File: src/rtl/message_handler.sv
// Coherence message front end: sorts registered NoC traffic into request/response FIFOs,
// nacks requests that overflow, and arbitrates nacks and controller messages onto the NoC.

module message_handler_fifo #(
   parameter int WIDTH      = 8,
   parameter int DEPTH_BITS = 2
) (
   input  logic             clock,
   input  logic             reset,
   input  logic             push,
   input  logic             pop,
   input  logic [WIDTH-1:0] wdata,
   output logic [WIDTH-1:0] rdata,
   output logic             empty,
   output logic             full
);

   localparam int DEPTH = 1 << DEPTH_BITS;
   localparam logic [DEPTH_BITS-1:0] PTR_ONE  = DEPTH_BITS'(1);
   localparam logic [DEPTH_BITS:0]   CNT_ONE  = (DEPTH_BITS+1)'(1);
   localparam logic [DEPTH_BITS:0]   CNT_FULL = (DEPTH_BITS+1)'(DEPTH);

   logic [WIDTH-1:0]      mem_q [DEPTH];
   logic [DEPTH_BITS-1:0] wr_ptr_q, wr_ptr_d;
   logic [DEPTH_BITS-1:0] rd_ptr_q, rd_ptr_d;
   logic [DEPTH_BITS:0]   count_q, count_d;
   logic                  do_push;
   logic                  do_pop;

   assign empty   = (count_q == '0);
   assign full    = (count_q == CNT_FULL);
   assign rdata   = mem_q[rd_ptr_q];
   assign do_pop  = pop & ~empty;
   // A pop frees the slot in the same edge, so a full FIFO may still accept a push.
   assign do_push = push & (~full | do_pop);

   always_comb begin
      wr_ptr_d = wr_ptr_q;
      rd_ptr_d = rd_ptr_q;
      count_d  = count_q;
      if (do_push) wr_ptr_d = wr_ptr_q + PTR_ONE;
      if (do_pop)  rd_ptr_d = rd_ptr_q + PTR_ONE;
      if (do_push && !do_pop)      count_d = count_q + CNT_ONE;
      else if (do_pop && !do_push) count_d = count_q - CNT_ONE;
   end

   always_ff @(posedge clock or negedge reset) begin
      if (!reset) begin
         wr_ptr_q <= '0;
         rd_ptr_q <= '0;
         count_q  <= '0;
         for (int i = 0; i < DEPTH; i++) mem_q[i] <= '0;
      end else begin
         wr_ptr_q <= wr_ptr_d;
         rd_ptr_q <= rd_ptr_d;
         count_q  <= count_d;
         if (do_push) mem_q[wr_ptr_q] <= wdata;
      end
   end

endmodule

module message_handler #(
   parameter int                 CACHE_OFFSET_BITS   = 2,
   parameter int                 DATA_WIDTH          = 32,
   parameter int                 ADDRESS_BITS        = 32,
   parameter int                 MSG_BITS            = 4,
   parameter int                 REQ_BUF_DEPTH_BITS  = 2,
   parameter int                 RESP_BUF_DEPTH_BITS = 2,
   parameter string              PARENT              = "CACHE",
   parameter int                 ID_BITS             = 3,
   parameter logic [ID_BITS-1:0] DEFAULT_DEST        = '0,
   localparam int CACHE_WIDTH = DATA_WIDTH << CACHE_OFFSET_BITS,
   localparam int BUF_WIDTH   = ID_BITS + MSG_BITS + ADDRESS_BITS + CACHE_WIDTH
) (
   input  logic                    clock,
   input  logic                    reset,
   input  logic [MSG_BITS-1:0]     noc_msg_in,
   input  logic [ADDRESS_BITS-1:0] noc_address_in,
   input  logic [CACHE_WIDTH-1:0]  noc_data_in,
   input  logic [ID_BITS-1:0]      noc_src_id,
   input  logic                    packetizer_busy,
   output logic [MSG_BITS-1:0]     noc_msg_out,
   output logic [ADDRESS_BITS-1:0] noc_address_out,
   output logic [CACHE_WIDTH-1:0]  noc_data_out,
   output logic [ID_BITS-1:0]      noc_dest_id,
   input  logic [MSG_BITS-1:0]     ctrl_msg_in,
   input  logic [ADDRESS_BITS-1:0] ctrl_address_in,
   input  logic [CACHE_WIDTH-1:0]  ctrl_data_in,
   input  logic [ID_BITS-1:0]      ctrl_dest_id,
   output logic                    intf_busy,
   input  logic                    reqbuf_read,
   input  logic                    respbuf_read,
   output logic                    reqbuf_empty,
   output logic                    reqbuf_full,
   output logic                    reqbuf_valid,
   output logic                    respbuf_empty,
   output logic                    respbuf_full,
   output logic                    respbuf_valid,
   output logic [BUF_WIDTH-1:0]    reqbuf_data,
   output logic [BUF_WIDTH-1:0]    respbuf_data
);

   localparam int OUT_WIDTH = MSG_BITS + ADDRESS_BITS + CACHE_WIDTH + ID_BITS;
   localparam bit IS_CACHE  = (PARENT == "CACHE");

   localparam logic [MSG_BITS-1:0] MSG_NOMSG   = MSG_BITS'(0);
   localparam logic [MSG_BITS-1:0] MSG_GETS    = MSG_BITS'(1);
   localparam logic [MSG_BITS-1:0] MSG_GETM    = MSG_BITS'(2);
   localparam logic [MSG_BITS-1:0] MSG_PUTS    = MSG_BITS'(3);
   localparam logic [MSG_BITS-1:0] MSG_PUTM    = MSG_BITS'(4);
   localparam logic [MSG_BITS-1:0] MSG_PUTE    = MSG_BITS'(5);
   localparam logic [MSG_BITS-1:0] MSG_FWDGETS = MSG_BITS'(6);
   localparam logic [MSG_BITS-1:0] MSG_FWDGETM = MSG_BITS'(7);
   localparam logic [MSG_BITS-1:0] MSG_INV     = MSG_BITS'(8);
   localparam logic [MSG_BITS-1:0] MSG_NACKB   = MSG_BITS'(12);
   localparam logic [MSG_BITS-1:0] MSG_NACKC   = MSG_BITS'(13);
   localparam logic [MSG_BITS-1:0] NACK_CODE   = IS_CACHE ? MSG_NACKC : MSG_NACKB;

   localparam logic [OUT_WIDTH-1:0] IDLE_ENTRY =
      {MSG_NOMSG, {ADDRESS_BITS{1'b0}}, {CACHE_WIDTH{1'b0}}, DEFAULT_DEST};

   function automatic logic is_request(input logic [MSG_BITS-1:0] msg);
      if (IS_CACHE)
         return (msg == MSG_FWDGETS) || (msg == MSG_FWDGETM) || (msg == MSG_INV);
      else
         return (msg == MSG_GETS) || (msg == MSG_GETM) || (msg == MSG_PUTS) ||
                (msg == MSG_PUTM) || (msg == MSG_PUTE);
   endfunction

   logic [MSG_BITS-1:0]     in_msg_q;
   logic [ADDRESS_BITS-1:0] in_addr_q;
   logic [CACHE_WIDTH-1:0]  in_data_q;
   logic [ID_BITS-1:0]      in_src_q;
   logic [OUT_WIDTH-1:0]    out_q, out_d;

   logic                    in_is_req, in_is_resp;
   logic                    req_push, resp_push, nack_new;
   logic [BUF_WIDTH-1:0]    in_entry;
   logic [OUT_WIDTH-1:0]    nack_entry, ctrl_entry;
   logic                    ctrl_new;

   logic                    nq_push, nq_pop, nq_empty, nq_full;
   logic [OUT_WIDTH-1:0]    nq_head;
   logic                    cq_push, cq_pop, cq_empty, cq_full;
   logic [OUT_WIDTH-1:0]    cq_head;
   logic                    nack_taken, ctrl_taken;

   assign in_is_req  = (in_msg_q != MSG_NOMSG) && is_request(in_msg_q);
   assign in_is_resp = (in_msg_q != MSG_NOMSG) && !is_request(in_msg_q);
   assign in_entry   = {in_src_q, in_msg_q, in_addr_q, in_data_q};
   assign req_push   = in_is_req & ~reqbuf_full;
   assign resp_push  = in_is_resp;
   // Overflowing requests are bounced back to their sender instead of stored.
   assign nack_new   = in_is_req & reqbuf_full;
   assign nack_entry = {NACK_CODE, in_addr_q, {CACHE_WIDTH{1'b0}}, in_src_q};

   assign ctrl_new   = (ctrl_msg_in != MSG_NOMSG);
   assign ctrl_entry = {ctrl_msg_in, ctrl_address_in, ctrl_data_in, ctrl_dest_id};

   message_handler_fifo #(.WIDTH(BUF_WIDTH), .DEPTH_BITS(REQ_BUF_DEPTH_BITS)) u_req_fifo (
      .clock (clock),
      .reset (reset),
      .push  (req_push),
      .pop   (reqbuf_read),
      .wdata (in_entry),
      .rdata (reqbuf_data),
      .empty (reqbuf_empty),
      .full  (reqbuf_full)
   );

   message_handler_fifo #(.WIDTH(BUF_WIDTH), .DEPTH_BITS(RESP_BUF_DEPTH_BITS)) u_resp_fifo (
      .clock (clock),
      .reset (reset),
      .push  (resp_push),
      .pop   (respbuf_read),
      .wdata (in_entry),
      .rdata (respbuf_data),
      .empty (respbuf_empty),
      .full  (respbuf_full)
   );

   message_handler_fifo #(.WIDTH(OUT_WIDTH), .DEPTH_BITS(1)) u_nack_q (
      .clock (clock),
      .reset (reset),
      .push  (nq_push),
      .pop   (nq_pop),
      .wdata (nack_entry),
      .rdata (nq_head),
      .empty (nq_empty),
      .full  (nq_full)
   );

   message_handler_fifo #(.WIDTH(OUT_WIDTH), .DEPTH_BITS(2)) u_ctrl_q (
      .clock (clock),
      .reset (reset),
      .push  (cq_push),
      .pop   (cq_pop),
      .wdata (ctrl_entry),
      .rdata (cq_head),
      .empty (cq_empty),
      .full  (cq_full)
   );

   assign reqbuf_valid  = ~reqbuf_empty;
   assign respbuf_valid = ~respbuf_empty;

   // Queued work always wins over fresh work of the same kind, which keeps each stream in order.
   always_comb begin
      out_d      = out_q;
      nq_pop     = 1'b0;
      cq_pop     = 1'b0;
      nack_taken = 1'b0;
      ctrl_taken = 1'b0;
      if (!packetizer_busy) begin
         if (!nq_empty) begin
            out_d  = nq_head;
            nq_pop = 1'b1;
         end else if (nack_new) begin
            out_d      = nack_entry;
            nack_taken = 1'b1;
         end else if (!cq_empty) begin
            out_d  = cq_head;
            cq_pop = 1'b1;
         end else if (ctrl_new) begin
            out_d      = ctrl_entry;
            ctrl_taken = 1'b1;
         end else begin
            out_d = IDLE_ENTRY;
         end
      end
   end

   assign nq_push = nack_new & ~nack_taken & (~nq_full | nq_pop);
   assign cq_push = ctrl_new & ~ctrl_taken & (~cq_full | cq_pop);

   always_ff @(posedge clock or negedge reset) begin
      if (!reset) begin
         in_msg_q  <= '0;
         in_addr_q <= '0;
         in_data_q <= '0;
         in_src_q  <= '0;
         out_q     <= IDLE_ENTRY;
      end else begin
         in_msg_q  <= noc_msg_in;
         in_addr_q <= noc_address_in;
         in_data_q <= noc_data_in;
         in_src_q  <= noc_src_id;
         out_q     <= out_d;
      end
   end

   assign {noc_msg_out, noc_address_out, noc_data_out, noc_dest_id} = out_q;

   assign intf_busy = packetizer_busy | ~nq_empty | ~cq_empty | (noc_msg_out == NACK_CODE);

endmodule

File: config.mk
export PLATFORM = sky130hd
export DESIGN_NAME = message_handler
export DESIGN_NICKNAME = d
export VERILOG_FILES = /design/src/rtl/message_handler.sv
export SDC_FILE = /design/constraint.sdc
export NUM_CORES = 2
export LEC_CHECK = 0
export ABC_AREA = 1
export CORE_ASPECT_RATIO = 0.8
export CORE_MARGIN = 2
export CORE_UTILIZATION = 43
export CTS_BUF_LIST = sky130_fd_sc_hd__clkbuf_8
export DETAILED_ROUTE_END_ITERATION = 12
export DONT_BUFFER_PORTS = 1
export HOLD_SLACK_MARGIN = 0.02
export REMOVE_ABC_BUFFERS = 1
export SYNTH_ARGS = -nofsm -noshare
export SYNTH_HDL_FRONTEND = slang
export SYNTH_SLANG_ARGS = --single-unit
File: constraint.sdc
create_clock -name clock -period 3.5 [get_ports clock]
set_input_delay 0.525 -clock clock [delete_from_list [all_inputs] [get_ports clock]]
set_output_delay 0.525 -clock clock [all_outputs]
set_load 0.02 [all_outputs]
Yosys cells after proc, flatten, opt, wreduce, memory -nomap -nowiden
Index checks and enable logic that the tools add are counted.
Word-level totals
  output and inout bits: 508
  bits in registers: 2697
Operators by class
  eq/ne operators: 8
  reduce and logical (&&, ||, !) cells: 35
  mux-type cells: 50
  $lt $le $gt $ge: 12
  bitwise logic cells: 41
  $add $sub $neg: 16
Operators with widths (number)
  167-bit 2-to-1 mux: 17
  668-bit bitwise mux: 3
  167-bit binary-select mux with 2-bit select: 3
  167-bit demux with 2-bit select: 3
  334-bit bitwise mux: 1
  167-bit demux with 1-bit select: 1
  3-bit >= comparator, second input constant: 6
  3-bit 2-to-1 mux: 6
  2-bit NOT with 3-bit output: 6
  2-bit by 1-bit adder with 2-bit output, second input constant: 7
  1-bit bitwise AND: 14
  1-bit logical AND: 14
  1-bit 2-to-1 mux: 14
  1-bit NOT: 10
  3-bit by 1-bit adder with 3-bit output, second input constant: 3
  3-bit == test, second input constant: 3
  1-bit zero test: 9
  3-bit zero test: 3
  3-bit by 1-bit < comparator with 1-bit output, second input constant: 3
  1-bit bitwise OR: 9
  3-bit by 1-bit subtractor with 3-bit output, second input constant: 3
  4-bit by 3-bit == test with 1-bit output, second input constant: 2
  4-bit == test, second input constant: 2
  2-bit nonzero test: 4
  other kinds (10): 16

Longest topological paths before layout
  word-level depth: 16
  gate-level depth with buffers: 17
  depth with buffers taken out: 15

Hierarchy
From an unflattened synthesis, not the netlist that was laid out.
Second synthesis, totals
  cell total of the unflattened synthesis: 15564
  area total of the unflattened synthesis: 126979.3 um^2
Modules (own cells, without submodules)
  message_handler_fifo at u_ctrl_q ...: times used 2, cells each 3967, area an instance 32128.3 um^2
  message_handler_fifo at u_resp_fifo: times used 1, cells each 3967, area an instance 32104.5 um^2
  message_handler_fifo at u_nack_q: times used 1, cells each 2052, area an instance 15959.1 um^2
  message_handler: times used 1, cells each 1611, area an instance 14659.1 um^2

Least setup slack after synthesis
OpenSTA, ideal clock, no wires.
  path kind: register to register
  from: register u_resp_fifo.count_q[0]
  to: register u_resp_fifo.count_q[1]
  path buffers: 1
  required time: 3.375 ns
  slack: 0.474 ns
  data arrival time: 2.901 ns
  cell stages (with the launch flop): 12
  period minus slack after synthesis: 3.026 ns
  path through: dfrtp_1 -> nor3_1 -> inv_1 -> nand2_1 -> nand2_1 -> nand2_1 -> clkbuf_1 -> inv_1 -> ha_1 -> inv_1 -> fa_1 -> mux2_2
On the way
  elaborated cells on any way between the ends: 16
  classes of those cells: add/sub: 2; eq/ne: 1; mux: 2; bitwise: 5; reduce/logical: 6
RTL lines
  from (decl): line 26  | logic [DEPTH_BITS:0] count_q, count_d;
  from (signal assigned): line 56  | count_q <= count_d;
  3-bit zero test: line 30  | assign empty = (count_q == '0);
  net respbuf_empty: line 97  | output logic respbuf_empty,
  1-bit NOT
  net respbuf_valid: line 99  | output logic respbuf_valid,
  1-bit bitwise AND: line 33  | assign do_pop = pop & ~empty;
  1-bit bitwise OR: line 35  | assign do_push = push & (~full | do_pop);
  1-bit bitwise AND: line 35
  net u_resp_fifo.do_push: line 27  | logic do_push;
  1-bit logical AND: line 43  | if (do_push && !do_pop) count_d = count_q + CNT_ONE;
  3-bit 2-to-1 mux: line 43
  net u_resp_fifo.count_d[1]: line 26
The timed path passes the listed nets, and every way through them passes these cells. The select of a mux whose other input is x is not followed.
A chain may end at the register's enable or synchronous reset.

Worst setup path after layout
  from: register u_resp_fifo.rd_ptr_q[1]
  to: output respbuf_data[10]
On the way
  cells in the longest elaborated chain, start to end: 4
RTL lines
  from (decl): line 25  | logic [DEPTH_BITS-1:0] rd_ptr_q, rd_ptr_d;
  from (signal assigned): line 55  | rd_ptr_q <= rd_ptr_d;
  2-bit NOT with 3-bit output (not written as such): line 32  | assign rdata = mem_q[rd_ptr_q];
  167-bit binary-select mux with 2-bit select: line 32
  167-bit 2-to-1 mux (not written as such) (2 in series): line 32
  to (decl): line 101  | output logic [BUF_WIDTH-1:0] respbuf_data
No other way between the ends. The select of a mux whose other input is x is not followed.

==> run summary <==
status: completed
number of DRC markers in iteration 0: 11.61k
Core Area: 253,100 sq um
total gr overflow: 0
cell row count: 165
worst endpoint required time: 2.97 ns
CTS tree: done
critical path class: flop to output pin
first drt pass iteration count: 8
clk_lat worst skew: 1.04 ns
CTS Sinks: 2,435
pwr/cell area: 1089 nW/um^2
final hold vios: 0
antenna-violating nets left: 0
Num CTS Buffers: 400
count leader, synth: nand2_1
Final HPWL DP: 221,900 um
Crit-path slowest cell: dfrtp_4
combinational share of power: 0.459
chip width: 568.5 um
Yosys reg bits: 2,435
Switching Fraction: 0.4641
share of Yosys cell area claimed by the top area cell type: 0.5560
register area: 60,960 sq um
Yosys warning total: 0
Final Util: 0.5052
max_cap viols: 0
Max IR drop VDD: 0.0008616 V
Setup Skew: 0.08193 ns
top cell type by total area after synthesis: dfrtp_1
Initial Utilization: 0.4330
Fmax: 288.8 MHz
Die H: 455.6 um
register area share after synthesis: 0.5560
Slew Viols, Final: 0
pin count of the biggest net entering global routing: 237
Synth Area per Inst: 8.079 sq um
most instantiated cells after synthesis: 5,469 x nand2_1, 2,435 x dfrtp_1, 1,450 x o21ai_0, 785 x nor2_1, 784 x clkbuf_1
WL final: 401,800 um
footprint of the multi-input gates: 43,730 sq um
vias in the first global route: 97.77k
first-pass GRT wire length: 607,100 um
Post-Place Cells: 16.11k
DRC: 0
part of the power in the clock network: 0.187
CP bufs+invs: 3
Total GRT Usage: 0.2988
Synth-to-Final Area Change: 16.67%
Pleak: 0.06390 uW
switching power: 64,610 uW
I/O pin count: 847
Post-synth ARST share: 1.000
EDFF count, synth: 0
Max clock buf depth: 4
drt via density: 5.795
crit share post-route: 0.9893
die area: 259,000 sq um
worst-margin pin slew: 1.250 ns
Tmin final: 3.463 ns
critical path's largest stage delay: 0.58 ns
synthesized instance count: 13.57k
slew margin rel.: 0.1665
sequential share of power: 0.354
critical-path maximum fanout: 25
Area contributors post-synth: dfrtp_1 56%, nand2_1 19%, o21ai_0 6.6%, nand4_1 3.8%, nor2_1 2.7%
CP Data Arrival Time: 2.94 ns
layout cells sized above 1: 0.08821
Critical Path Source Type: flop
Wirelength per Cell: 23.18 um
GPL Wtd Cong: 0.8498
critical path, cell by cell: inv_6 -> buf_4 -> o21ai_0 -> o22ai_1 -> buf_4
FILL cells: 23.27k
initial antenna violation count: 46
final setup vio count: 0
mapped cell area: 109,600 sq um
PortBufs: 0
CTS Root Cell: clkbuf_8
HP Class: primary input to asynchronous set/reset pin
CTS H-tree depth: 5
critical path's top delay family: buffers and inverters
ys flop type: dfrtp_1
Post-layout nets: 14.02k
final std cells w/o fill: 17.34k
cell mode on critical path: buf_4
Yosys cell types: 30
Crit. End Element: output pin
vias: 100.5k
Worst-path clk slew: 0.06 ns
P_int: 74,620 uW
-- flip-flops by register name, summed over array words and instances, names as in the netlist, 3 cells and up --
register             flops
in_msg_q                 4
in_src_q                 3
u_req_fifo.mem_q       668
u_nack_q.mem_q          72
out_q                  167
u_ctrl_q.count_q         3
in_data_q              128
u_req_fifo.count_q       3
u_resp_fifo.mem_q      668
in_addr_q               32
u_resp_fifo.count_q      3
u_ctrl_q.mem_q         668
-- final timing paths --
check,start,end,slack (ns),cells after the start
worst min-delay path,reset,u_ctrl_q.mem_q[41]$_DFFE_PN0P_,0.12,2
worst max register to register,in_msg_q[3]$_DFF_PN0_,out_q[3]$_DFFE_PN0N_,0.40,10
max in group asynchronous,reset,u_req_fifo.mem_q[4]$_DFFE_PN0P_,1.96,4
worst max-delay path,u_resp_fifo.rd_ptr_q[1]$_DFFE_PN0P_,respbuf_data[10],0.04,5
min in group clock,noc_address_in[26],in_addr_q[26]$_DFF_PN0_,0.12,1
worst min register to register,u_nack_q.mem_q[332]$_DFFE_PN0P_,u_nack_q.mem_q[332]$_DFFE_PN0P_,0.45,2
-- placed cells by master, fill, tap and decap left out, types with 32 or more instances in the layout --
cell / synthesis / routed
inv_1: 76 / 197
dfrtp_1: 2435 / 2428
clkbuf_8: 0 / 523
nand4_1: 668 / 668
a21oi_1: 258 / 258
o22ai_2: 0 / 79
diode_2: 0 / 32
buf_4: 0 / 364
nand2_1: 5469 / 5463
dlygate4sd3_1: 0 / 476
a22oi_1: 134 / 134
nor2_1: 785 / 780
o22ai_1: 351 / 272
buf_12: 0 / 107
or2_2: 33 / 33
o21ai_0: 1450 / 1449
nand3_1: 564 / 559
-- per-layer routing --
metal  global-route usage  wire, um  up-vias
li1                     -         -    44740
met1               0.4023    163200    49500
met2               0.4593    180600     5316
met3              0.06817     39440      880
met4               0.1359     18380       38
met5                    0       241        -
-- power groups by stage --
stage                     registers, uW  logic (uW)  clock network (uW)
after CTS                         49000       62200               26500
after global routing              50600       69200               27700
after global placement            48900       59100                   0
final                             49300       63800               26100
after detailed placement          49400       60400                   0
after floorplan                   48000       35600                   0
-- through the flow --
| step | power (uW) | cell area [sq um] | setup TNS (ns) | setup slack [ns] | hold WS (ns) |
|---|---|---|---|---|---|
| after floorplan | 83660 | 104300 | - | -18.71 | 0.2294 |
| after global placement | 108100 | 113800 | 0 | 0.5161 | 0.4344 |
| after detailed placement | 109700 | 113800 | 0 | 0.5514 | 0.4364 |
| after CTS | 137700 | 127500 | -0.02155 | -0.02155 | 0.02037 |
| after global routing | 147500 | 127800 | -0.0001306 | -0.0001306 | 0.03188 |
| final | 139200 | 127900 | 0 | 0.03746 | 0.1170 |
-- cell type report --
class / instances / share of cell area
Tap cell: 3340 / 0.03268
Clock inverter: 179 / 0.008268
Inverter: 82 / 0.003229
Antenna cell: 32 / 0.0006262
Timing Repair Buffer: 974 / 0.08014
Timing Repair inverter: 1 / 0.00006849
Sequential cell: 2435 / 0.4767
Clock buffer: 523 / 0.05629
Multi-Input combinational cell: 9772 / 0.3420
-- timing repair --
action,in CTS,in global routing
pin swaps,0,2
gates cloned,3,5
resized for setup,87,18
endpoints found under the hold margin,1947,0
setup endpoints to repair,229,51
setup buffers,6,5
hold buffers,477,0
-- cells by family after synthesis --
group,count (synthesis),share of synthesized area
xor gates and xnor gates,14,0.001119
muxes,3,0.0003082
DFF,2435,0.5560
buffers and inverters,1360,0.05144
and+or+nand+nor,7526,0.2803
adders and majority gates,19,0.002375
AOI/OAI and AO/OA,2210,0.1085
No activity file was read; power rests on OpenSTA's default activity.
